--- src/rtl/gpnae_mc.sv ---
// Multi-channel fixed-point activation engine: per-channel saturating accumulators, one
// registered activation stage and a first-word-fall-through result FIFO.
module gpnae_mc #(
  parameter int unsigned DATA_WIDTH  = 16,
  parameter int unsigned FRAC_BITS   = 8,
  parameter int unsigned NUM_CH      = 4,
  parameter int unsigned GUARD_BITS  = 5,
  parameter int unsigned FIFO_ADDR   = 3,
  parameter int unsigned LEAKY_SHIFT = 3,
  parameter logic [DATA_WIDTH-1:0] LAMBDA_Q = 16'h010D,
  parameter logic [DATA_WIDTH-1:0] LA_Q     = 16'h01C2,
  localparam int unsigned CH_W = (NUM_CH > 1) ? $clog2(NUM_CH) : 1
) (
  input  logic                  clk_i,
  input  logic                  rst_i,
  input  logic [DATA_WIDTH-1:0] in_data_i,
  input  logic [CH_W-1:0]       in_ch_i,
  input  logic                  in_last_i,
  input  logic                  in_valid_i,
  output logic                  in_ready_o,
  input  logic                  cfg_we_i,
  input  logic [CH_W-1:0]       cfg_ch_i,
  input  logic [2:0]            cfg_mode_i,
  output logic [DATA_WIDTH-1:0] out_data_o,
  output logic [CH_W-1:0]       out_ch_o,
  output logic                  out_valid_o,
  input  logic                  out_ready_i,
  output logic [NUM_CH-1:0]     sat_o,
  output logic                  busy_o
);

  localparam int unsigned ACC_W  = DATA_WIDTH + GUARD_BITS;
  localparam int unsigned PROD_W = ACC_W + DATA_WIDTH;
  localparam int unsigned DEPTH  = 2 ** FIFO_ADDR;
  localparam logic signed [PROD_W-1:0] ONE_W    = PROD_W'(1) << FRAC_BITS;
  localparam logic signed [PROD_W-1:0] LAM_W    = {{ACC_W{LAMBDA_Q[DATA_WIDTH-1]}}, LAMBDA_Q};
  localparam logic signed [PROD_W-1:0] LA_W     = {{ACC_W{LA_Q[DATA_WIDTH-1]}}, LA_Q};
  localparam logic signed [PROD_W-1:0] NEG_LA_W = -LA_W;
  localparam logic signed [PROD_W-1:0] NEG_ONE  = -ONE_W;

  logic signed [ACC_W-1:0]  acc_q [NUM_CH];
  logic [2:0]               mode_q [NUM_CH];
  logic [NUM_CH-1:0]        open_q, sat_q, sat_set;
  logic                     b_valid_q;
  logic [CH_W-1:0]          b_ch_q;
  logic [2:0]               b_mode_q;
  logic signed [ACC_W-1:0]  b_sum_q;
  logic [DATA_WIDTH-1:0]    fifo_data_q [DEPTH];
  logic [CH_W-1:0]          fifo_ch_q [DEPTH];
  logic [FIFO_ADDR-1:0]     wptr_q, rptr_q;
  logic [FIFO_ADDR:0]       cnt_q;

  logic                     in_ch_ok, cfg_ch_ok, in_fire, fifo_full, push, pop;
  logic signed [ACC_W-1:0]  acc_cur, acc_sum;
  logic [ACC_W:0]           sum_ext;
  logic                     acc_ovf;
  logic signed [PROD_W-1:0] x_w, prod_l, prod_la, tmp;
  logic [DATA_WIDTH:0]      sat_x;
  logic [DATA_WIDTH-1:0]    res_d;
  logic                     res_sat;

  // Returns {overflow, clamped value}.
  function automatic logic [DATA_WIDTH:0] sat_dw(input logic signed [PROD_W-1:0] v);
    if (v[PROD_W-1:DATA_WIDTH-1] == {(PROD_W-DATA_WIDTH+1){v[PROD_W-1]}}) begin
      return {1'b0, v[DATA_WIDTH-1:0]};
    end
    return {1'b1, v[PROD_W-1], {(DATA_WIDTH-1){~v[PROD_W-1]}}};
  endfunction

  assign in_ch_ok   = int'(in_ch_i) < int'(NUM_CH);
  assign cfg_ch_ok  = int'(cfg_ch_i) < int'(NUM_CH);
  // Room is counted for the stage B entry too, so a new last beat never overwrites it.
  assign in_ready_o = ~rst_i & ((int'(cnt_q) + int'(b_valid_q)) < int'(DEPTH));
  assign in_fire    = in_valid_i & in_ready_o & in_ch_ok;
  assign fifo_full  = (cnt_q == (FIFO_ADDR + 1)'(DEPTH));
  assign out_valid_o = (cnt_q != '0);
  assign pop        = out_valid_o & out_ready_i;
  assign push       = b_valid_q & (~fifo_full | pop);
  assign out_data_o = out_valid_o ? fifo_data_q[rptr_q] : '0;
  assign out_ch_o   = out_valid_o ? fifo_ch_q[rptr_q] : '0;
  assign sat_o      = sat_q;
  assign busy_o     = (|open_q) | b_valid_q | out_valid_o;

  always_comb begin
    acc_cur = acc_q[in_ch_i];
    sum_ext = {acc_cur[ACC_W-1], acc_cur}
            + {{(GUARD_BITS + 1){in_data_i[DATA_WIDTH-1]}}, in_data_i};
    acc_ovf = sum_ext[ACC_W] ^ sum_ext[ACC_W-1];
    acc_sum = acc_ovf ? {sum_ext[ACC_W], {(ACC_W-1){~sum_ext[ACC_W]}}} : sum_ext[ACC_W-1:0];
  end

  always_comb begin
    x_w     = {{DATA_WIDTH{b_sum_q[ACC_W-1]}}, b_sum_q};
    prod_l  = x_w * LAM_W;
    prod_la = x_w * LA_W;
    sat_x   = sat_dw(x_w);
    tmp     = '0;
    res_d   = sat_x[DATA_WIDTH-1:0];
    res_sat = sat_x[DATA_WIDTH];
    case (b_mode_q)
      3'd1: if (x_w < 0) begin
        res_d   = '0;
        res_sat = 1'b0;
      end
      3'd2: if (x_w < 0) {res_sat, res_d} = sat_dw(x_w >>> LEAKY_SHIFT);
      3'd3: begin
        tmp     = (x_w >>> 2) + (ONE_W >>> 1);
        res_sat = 1'b0;
        if (tmp < 0)          res_d = '0;
        else if (tmp > ONE_W) res_d = ONE_W[DATA_WIDTH-1:0];
        else                  res_d = tmp[DATA_WIDTH-1:0];
      end
      3'd4: begin
        res_sat = 1'b0;
        if (x_w < NEG_ONE)    res_d = NEG_ONE[DATA_WIDTH-1:0];
        else if (x_w > ONE_W) res_d = ONE_W[DATA_WIDTH-1:0];
        else                  res_d = x_w[DATA_WIDTH-1:0];
      end
      3'd5: if (x_w >= 0) begin
        {res_sat, res_d} = sat_dw(prod_l >>> FRAC_BITS);
      end else begin
        tmp     = prod_la >>> FRAC_BITS;
        res_sat = 1'b0;
        res_d   = (tmp < NEG_LA_W) ? NEG_LA_W[DATA_WIDTH-1:0] : tmp[DATA_WIDTH-1:0];
      end
      default: ;
    endcase
  end

  always_comb begin
    sat_set = '0;
    if (in_fire && acc_ovf) sat_set[in_ch_i] = 1'b1;
    if (push && res_sat)    sat_set[b_ch_q]  = 1'b1;
  end

  always_ff @(posedge clk_i or posedge rst_i) begin
    if (rst_i) begin
      for (int i = 0; i < int'(NUM_CH); i++) begin
        acc_q[i]  <= '0;
        mode_q[i] <= '0;
      end
      open_q    <= '0;
      sat_q     <= '0;
      b_valid_q <= 1'b0;
      b_ch_q    <= '0;
      b_mode_q  <= '0;
      b_sum_q   <= '0;
      wptr_q    <= '0;
      rptr_q    <= '0;
      cnt_q     <= '0;
    end else begin
      sat_q <= sat_q | sat_set;
      if (cfg_we_i && cfg_ch_ok) mode_q[cfg_ch_i] <= cfg_mode_i;
      if (in_fire) begin
        if (in_last_i) begin
          acc_q[in_ch_i]  <= '0;
          open_q[in_ch_i] <= 1'b0;
          b_ch_q          <= in_ch_i;
          b_mode_q        <= mode_q[in_ch_i];
          b_sum_q         <= acc_sum;
        end else begin
          acc_q[in_ch_i]  <= acc_sum;
          open_q[in_ch_i] <= 1'b1;
        end
      end
      if (in_fire && in_last_i) b_valid_q <= 1'b1;
      else if (push)            b_valid_q <= 1'b0;
      if (push) wptr_q <= wptr_q + 1'b1;
      if (pop)  rptr_q <= rptr_q + 1'b1;
      if (push && !pop)      cnt_q <= cnt_q + 1'b1;
      else if (!push && pop) cnt_q <= cnt_q - 1'b1;
    end
  end

  always_ff @(posedge clk_i) begin
    if (push) begin
      fifo_data_q[wptr_q] <= res_d;
      fifo_ch_q[wptr_q]   <= b_ch_q;
    end
  end

endmodule
--- config.mk ---
export PLATFORM = sky130hd
export DESIGN_NAME = gpnae_mc
export DESIGN_NICKNAME = d
export VERILOG_FILES = /design/src/rtl/gpnae_mc.sv
export SDC_FILE = /design/constraint.sdc
export NUM_CORES = 1
export LEC_CHECK = 0
export ABC_AREA = 1
export CAP_MARGIN = 15
export CORE_MARGIN = 8
export CORE_UTILIZATION = 50
export DETAILED_ROUTE_END_ITERATION = 8
export GPL_TIMING_DRIVEN = 0
export PLACE_DENSITY = 0.65
export SETUP_SLACK_MARGIN = 0.02
export SLEW_MARGIN = 20
export SYNTH_ARGS = -nofsm -noshare
export SYNTH_HDL_FRONTEND = slang
export SYNTH_SLANG_ARGS = --single-unit
--- constraint.sdc ---
create_clock -name clk_i -period 11.3 [get_ports clk_i]
set_clock_uncertainty 0.05 [all_clocks]
set_input_delay 3.39 -clock clk_i [delete_from_list [all_inputs] [get_ports clk_i]]
set_output_delay 3.39 -clock clk_i [all_outputs]
set_load 0.02 [all_outputs]
==> results of run 1 <==
-- per-stage QoR --
step	instances	setup TNS [ns]	worst slack, ns	utilization
final	3289	0	2.60	0.563
after global routing	3289	0	2.49	0.563
after CTS	3289	0	2.57	0.563
after detailed placement	3237	0	2.47	0.540
after global placement	3228	-1.31	-1.31	0.536
after floorplan	2636	0	0.856	-
-- routing by layer --
| metal | global-route usage | vias to the layer above | part of all wire |
|---|---|---|---|
| li1 | - | 8894 | - |
| met1 | 0.363 | 8693 | 0.46 |
| met2 | 0.405 | 589 | 0.44 |
| met3 | 0.0495 | 100 | 0.069 |
| met4 | 0.0697 | 0 | 0.029 |
| met5 | 0 | - | 0 |
-- cells in the final DEF, fill, tap and decap left out, drive strengths merged, types with 2 or more instances in the layout --
| master | n |
|---|---|
| clkinv | 13 |
| nor2 | 265 |
| xnor2 | 25 |
| o21ai | 225 |
| and3 | 2 |
| clkdlybuf4s50 | 53 |
| a221oi | 2 |
| inv | 386 |
| xor2 | 30 |
| a22oi | 27 |
| fa | 76 |
| ha | 193 |
| clkbuf | 94 |
| edfxtp | 144 |
| buf | 21 |
| bufinv | 4 |
| nand3b | 5 |
| o211ai | 6 |
| o21bai | 7 |
| o22ai | 49 |
| o221ai | 16 |
| nand4 | 34 |
| a211oi | 11 |
| a31oi | 24 |
| nand2 | 625 |
| nor4 | 5 |
| or2 | 6 |
| nand3 | 132 |
| nor3 | 17 |
| a21oi | 103 |
| dfrtp | 141 |
| a21o | 5 |
-- cell families after synthesis --
family                   count (synthesis)
AO/OA/AOI/OAI                          478
XOR/XNOR                                55
adder cells (fa/ha/maj)                269
buffers and inverters                  458
flip-flops                             285
AND/OR/NAND/NOR                       1091
-- layout make-up --
cell class / count / area (sq um)
Timing Repair Buffer: 62 / 656
Multi-Input combinational cell: 1893 / 11700
Fill cell: 3943 / 18400
Buffer: 67 / 355
Clock buffer: 40 / 796
Inverter: 391 / 1480
Sequential cell: 285 / 7850
Clock inverter: 12 / 188
Tap cell: 539 / 674
-- sequential cells by signal, indices dropped and copies added (netlist names), 4 cells and up, named ones only --
| signal | cells |
|---|---|
| mode_q | 12 |
| b_sum_q | 21 |
| acc_q | 84 |
| fifo_data_q | 128 |
| sat_o | 4 |
| cnt_q | 4 |
| fifo_ch_q | 16 |
-- worst max-delay path by stage --
stage | from | end | slack (ns) | depth (start not counted)
2_1_floorplan | rst_i | in_ready_o | 0.86 | 3
3_3_place_gp | rst_i | in_ready_o | -1.31 | 5
3_5_place_dp | in_ch_i[0] | acc_q[79] | 2.47 | 23
4_1_cts | rst_i | in_ready_o | 2.57 | 5
5_1_grt | rst_i | in_ready_o | 2.49 | 5
6_report | rst_i | in_ready_o | 2.60 | 5
-- worst min-delay path, cell delays in order (launching register included) --
cell and delay, ns:
dfrtp_1 0.35, nand2_1 0.05, nand2_1 0.05
==> flow_summary.toml, run 1 <==
[status]
status = "finished clean"

[critical_path]
worst_path_most_repeated_cell = "clkdlybuf4s50_1"
critPathMaxFanout = 49
path_class = "in -> out"
cp.buffers_inverters = 3
crit_required_ns = 7.86
worst_setup_path_end_kind = "primary output"
start_kind = "primary input"
cpPeakStageDelay_ns = 0.67
cp_slowest_cell = "clkdlybuf4s50_1"
reg2reg_to = "fifo_data_q[4][1]"
reg2reg_depth = 31
cpLargestDelayFamily = "buffers and inverters"
critPathArrivalTime_ns = 5.26
crit_chain = "clkdlybuf4s50_1, inv_8, nand2_1, a41oi_2, clkdlybuf4s50_1"
r2r-start = "b_sum_q[20]"
reg2reg_slack_ns = 3.90

[clock_tree]
htreeDepth = 1
clockBufferDepth = 3
cts_root_buf = "clkbuf_16"
post_cts_resized = 0
post_cts.repair.setup_buffers = 0
cts_inserted_buffers = 28
clock_latency_ns = 0.57
cts_sinks = 285
cts_hold_buffers = 0
clk_pin_slew_worst_paths_ns = 0.06
cts_tree = "done"

[global_routing]
grt_pass1_vias = 17800
grt_start_max_net_pins = 95
overflow = 0
grt_usage = 0.259
grt_pass1_wl_microns = 102000
antenna_found_initial = 0

[yosys]
ys_seq_elements = 285
synth_most_common_cell = "nand2_1"
synth_cell_type_count = 49
syn_area_sq_um = 21400
synth_edf_count = 144
synthTopCellsByCount = "nand2_1 (608), inv_1 (377), nor2_1 (257)"
synth_top_family_by_area = "simple AND/OR/NAND/NOR gates"
ys_seq_area_frac = 0.367
synthXorXnorAreaFrac = 0.0225
syn_nets = 2934
synth_top_area_share = 0.202
synth-compound-area-share = 0.127
yosysTopAreaCell = "edfxtp_1"
syn_avg_cell_area_sq_um = 8.12
yosys-top-cells-area = "edfxtp_1 (20%), dfrtp_1 (16%), ha_1 (11%)"
synth_flop_cell = "edfxtp_1"
ys_async_sr_fraction = 0.495
synthMuxAreaShare = 0
synth_warnings = 0
synthSimpleGateAreaFrac = 0.214
synthCells = 2636
synth_fa_ha_area_frac = 0.184

[sta]
holdWs_ns = 0.435
slew_headroom = 0.313
fin_crit_sh = 0.770
worstMarginPinSlew_ns = 1.03
max_freq_mhz = 115
rsz0062_at_grt = "no"
min_period_ns = 8.70
slew_violations = 0
finalHoldViolations = 0
setup_viol = 0

[route]
route.detailed.drc = 0
drt-vias-per-instance = 5.56
routed_wl_microns = 65000
drtIter0Drc = 1444
antenna_left = 0
vias = 18300
firstDrtPassIters = 8
routedWlPerCell_microns = 19.7

[placed_design]
dp_hpwl_microns = 52000
dpl_cell_area_sq_um = 22800
gp_congestion = 1.00
portBuffers = 53

[hold_path]
min_to = "acc_q[36]"
holdPathStages = 2
min_from = "acc_q[36]"
min_path_type = "reg -> reg"

[final_layout]
fin_area_sq_um = 23700
nets = 3026
area_delta_synth_final_pct = 10.9
num_antenna_cells = 0
drive_gt1_frac = 0.0498

[die]
core_sq_um = 42100
die_h_microns = 223
rows = 75
die_area_sq_um = 49700
start_util = 0.508
ios = 54
chipWidth_microns = 223

[flow_run]
drv_cap = 0
Power of run 1 is left out: the tool's default activity adds up to more than one toggle a clock period on the data nets, which glitch-free logic cannot reach.
==> run 2: changes to the inputs <==
clock period = 8.7 ns   (was 11.3 ns; I/O delays follow)
==> run 2 against run 1 <==
Against the previous run: wire length is essentially flat; critical path type unchanged; critical path depth increased by 4; count of clock-buffer cells in the layout is the same; die area unchanged.
==> flow_summary.toml, run 2 (same netlist as run 1, synthesis figures left out) <==
[route]
drt-vias-per-instance = 5.61
routedWlPerCell_microns = 19.8
drtIter0Drc = 1706
antenna_left = 0
routed_wl_microns = 65000
firstDrtPassIters = 5
route.detailed.drc = 0
vias = 18500

[placed_design]
portBuffers = 53
gp_congestion = 0.966
dpl_cell_area_sq_um = 22800
dp_hpwl_microns = 52000

[sta]
rsz0062_at_grt = "no"
finalHoldViolations = 0
fin_crit_sh = 0.907
slew_headroom = 0.333
worstMarginPinSlew_ns = 1.00
min_period_ns = 7.89
setup_viol = 0
holdWs_ns = 0.428
setup_tns_ns = 0
max_freq_mhz = 127
slew_violations = 0

[final_layout]
largest_reg_flops = 128
nets = 3029
drive_gt1_frac = 0.0509
reg_top3 = "fifo_data_q (128), acc_q (84), b_sum_q (21)"
final_common_cell = "nand2_1"
fin_area_sq_um = 23800
num_antenna_cells = 0
regMostFlops = "fifo_data_q"
fill_cells = 3854
final_cell_mix = "nand2_1 (608), inv_1 (376), nor2_1 (249)"
area_delta_synth_final_pct = 11.1

[clock_tree]
post_cts_resized = 0
cts_hold_buffers = 0
clk_pin_slew_worst_paths_ns = 0.07
clock_latency_ns = 0.55
cts_inserted_buffers = 27
cts_tree = "done"
clockBufferDepth = 3
cts_sinks = 285
htreeDepth = 1
post_cts.repair.setup_buffers = 0
cts_root_buf = "clkbuf_16"

[critical_path]
crit_required_ns = 6.04
path_class = "in -> out"
critPathArrivalTime_ns = 5.23
critPathMaxFanout = 30
reg2reg_slack_ns = 1.32
worst_setup_path_end_kind = "primary output"
start_kind = "primary input"

[die]
die_area_sq_um = 49700
core_sq_um = 42100
rows = 75
start_util = 0.508
chipWidth_microns = 223
die_h_microns = 223
ios = 54

[flow_run]
drv_cap = 0

[global_routing]
grt_pass1_wl_microns = 102000
grt_usage = 0.259
antenna_found_initial = 0
overflow = 0
grt_start_max_net_pins = 32
grt_pass1_vias = 18000

[hold_path]
min_path_type = "reg -> reg"

[status]
status = "finished clean"
## run 2: critical path, stage by stage
cell and delay [ns]:
clkdlybuf4s50_1 0.44, clkinvlp_4 0.31, buf_16 0.22, buf_12 0.22, buf_16 0.19, buf_12 0.21
nand2_1 0.09, a41oi_2 0.24, clkdlybuf4s50_1 0.66
## run 2: final timing paths
check	from	to	depth (start not counted)
worst max-delay path	rst_i	in_ready_o	9
worst min-delay path	sat_o[1]	sat_o[1]	2
max in group asynchronous	rst_i	wptr_q[0]	6
min in group asynchronous	rst_i	acc_q[21]	2
worst min register to register	sat_o[1]	sat_o[1]	2
worst max register to register	b_sum_q[20]	fifo_data_q[2][4]	30
## run 2: final cells by class
type	instances	area, sq um	area share
clock inverter	9	113	0.00474
timing repair buffer	66	751	0.0316
buffer	67	355	0.0149
sequential	285	7850	0.330
multi-input combinational	1893	11700	0.494
tap	539	674	0.0284
inverter	391	1470	0.0619
clock buffer	40	816	0.0343
## run 2: metal layers
metal | vias to the layer above | track usage | wire (microns)
met1 | 8874 | 0.368 | 30300
li1 | 8906 | - | -
met5 | - | 0 | 0
met2 | 591 | 0.414 | 29200
met4 | 0 | 0.0586 | 1490
met3 | 92 | 0.0386 | 4060
## run 2: stage by stage
stage                util  setup slack, ns  instances
floorplan               -             1.01       2636
global placement    0.537           -0.894       3228
detailed placement  0.542            0.491       3241
CTS                 0.564            0.739       3290
global route        0.564            0.553       3290
finish              0.564            0.809       3290
Power of run 2 is left out for the same reason.
==> run 3: changes to the inputs <==
CORE_UTILIZATION = 65   (was 50)
CTS_BUF_LIST = sky130_fd_sc_hd__clkbuf_4 sky130_fd_sc_hd__clkbuf_8   (was not set)
PLACE_DENSITY = 0.81   (was 0.65)
==> run 3 against run 2 <==
Against the previous run: non-clock buffer count is 1 lower; worst setup slack worse by 0.067 ns; critical endpoint is now acc_q[70]; cell count down 2.0%.
==> flow_summary.toml, run 3 (same netlist as run 1, synthesis figures left out) <==
[clock_tree]
cts_hold_buffers = 0
htreeDepth = 2
clockBufferDepth = 3
post_cts_resized = 0
cts_tree = "done"
cts_inserted_buffers = 43
clk_pin_slew_worst_paths_ns = 0.06
post_cts.repair.setup_buffers = 0
clock_latency_ns = 0.57
cts_root_buf = "clkbuf_8"
cts_sinks = 285

[final_layout]
area_delta_synth_final_pct = 10.5
final_util = 0.728
nets = 3044
drive_gt1_frac = 0.0615
largest_reg_flops = 128
final_cell_mix = "nand2_1 (608), inv_1 (376), nor2_1 (249)"
num_antenna_cells = 0
regMostFlops = "fifo_data_q"
reg_top3 = "fifo_data_q (128), acc_q (84), b_sum_q (21)"
final_common_cell = "nand2_1"

[die]
ios = 54
rows = 66
die_area_sq_um = 39000
core_sq_um = 32500
die_h_microns = 197
chipWidth_microns = 197
start_util = 0.659

[global_routing]
grt_pass1_vias = 18800
grt_usage = 0.330
grt_start_max_net_pins = 36
grt_pass1_wl_microns = 102000
antenna_found_initial = 0
overflow = 0

[sta]
fin_crit_sh = 0.915
worstMarginPinSlew_ns = 1.01
max_freq_mhz = 126
min_period_ns = 7.96
setup_viol = 0
finalHoldViolations = 0
slew_violations = 0
rsz0062_at_grt = "no"
slew_headroom = 0.325

[hold_path]
min_to = "sat_o[0]"
holdPathStages = 2
min_from = "sat_o[0]"
min_path_type = "reg -> reg"

[critical_path]
reg2reg_slack_ns = 1.34
r2r-start = "b_sum_q[20]"
reg2reg_to = "fifo_data_q[3][1]"
critPathMaxFanout = 10
worst_setup_path_end_kind = "register"
critPathArrivalTime_ns = 8.30
crit_required_ns = 9.04
reg2reg_depth = 31
path_class = "in -> reg"
start_kind = "primary input"

[route]
antenna_left = 0
firstDrtPassIters = 8
route.detailed.drc = 0
routedWlPerCell_microns = 20.0
drt-vias-per-instance = 5.94
drtIter0Drc = 2083
routed_wl_microns = 64500
vias = 19200

[placed_design]
gp_congestion = 1.02
dp_hpwl_microns = 49800
portBuffers = 53

[flow_run]
drv_cap = 0

[status]
status = "finished clean"
## run 3: cell count changes in the layout (fill, tap and decap cells not counted), moves of 2 or more
cell / change
clkinv_1: +4
clkbuf_8: +43
clkbuf_4: +15
buf_16: -2
clkbuf_16: -28
clkbuf_1: -5
clkinvlp_4: +2
## run 3: worst max-delay path by stage
stage / startpoint / end / slack (ns) / cells past startpoint
global route: in_ch_i[0] / acc_q[63] / 0.58 / 23
detailed placement: in_ch_i[0] / acc_q[66] / 0.49 / 23
global placement: rst_i / in_ready_o / -0.82 / 5
finish: in_ch_i[0] / acc_q[70] / 0.74 / 23
CTS: rst_i / in_ready_o / 0.85 / 8
floorplan: rst_i / in_ready_o / 1.01 / 3
## run 3: stage by stage
stage | cells | hold WS, ns | setup WS (ns) | setup TNS [ns] | area [sq um]
global placement | 3131 | 0.414 | -0.820 | -0.820 | 22500
global route | 3223 | 0.454 | 0.582 | 0 | 23600
finish | 3223 | 0.424 | 0.742 | 0 | 23600
floorplan | 2636 | 0.399 | 1.01 | 0 | 21400
detailed placement | 3143 | 0.417 | 0.488 | 0 | 22700
CTS | 3223 | 0.431 | 0.845 | 0 | 23600
## run 3: cell type report
class	instances	area, sq um
sequential	285	7850
fill	2514	8820
clock buffer	65	801
clock inverter	15	143
tap	442	553
multi-input combinational	1893	11700
buffer	67	355
inverter	391	1470
timing repair buffer	65	719
## run 3: metal layers
layer | GRT usage | part of all wire | up-vias | wire length [microns]
li1 | - | - | 8936 | -
met1 | 0.455 | 0.42 | 9032 | 27100
met2 | 0.516 | 0.45 | 1007 | 28800
met3 | 0.0593 | 0.096 | 182 | 6210
met4 | 0.126 | 0.038 | 0 | 2420
met5 | 0 | 0 | - | 0
## run 3: critical path: stages
cell and delay [ns]:
clkdlybuf4s50_1 0.54, inv_1 0.07, nor2_1 0.58, clkbuf_1 0.53
a22oi_1 0.14, o221ai_1 0.14, ha_1 0.25, fa_1 0.30
nand3_1 0.13, nand2_1 0.09, nand2_1 0.06, nand2_1 0.07
a21oi_1 0.08, o21ai_0 0.36, nand3_1 0.13, nand2_1 0.16
nand4_1 0.09, nand2_1 0.10, xor2_1 0.23, ha_1 0.32
clkbuf_1 0.31, o21ai_0 0.77, o21ai_0 0.22
Power of run 3 is left out for the same reason.
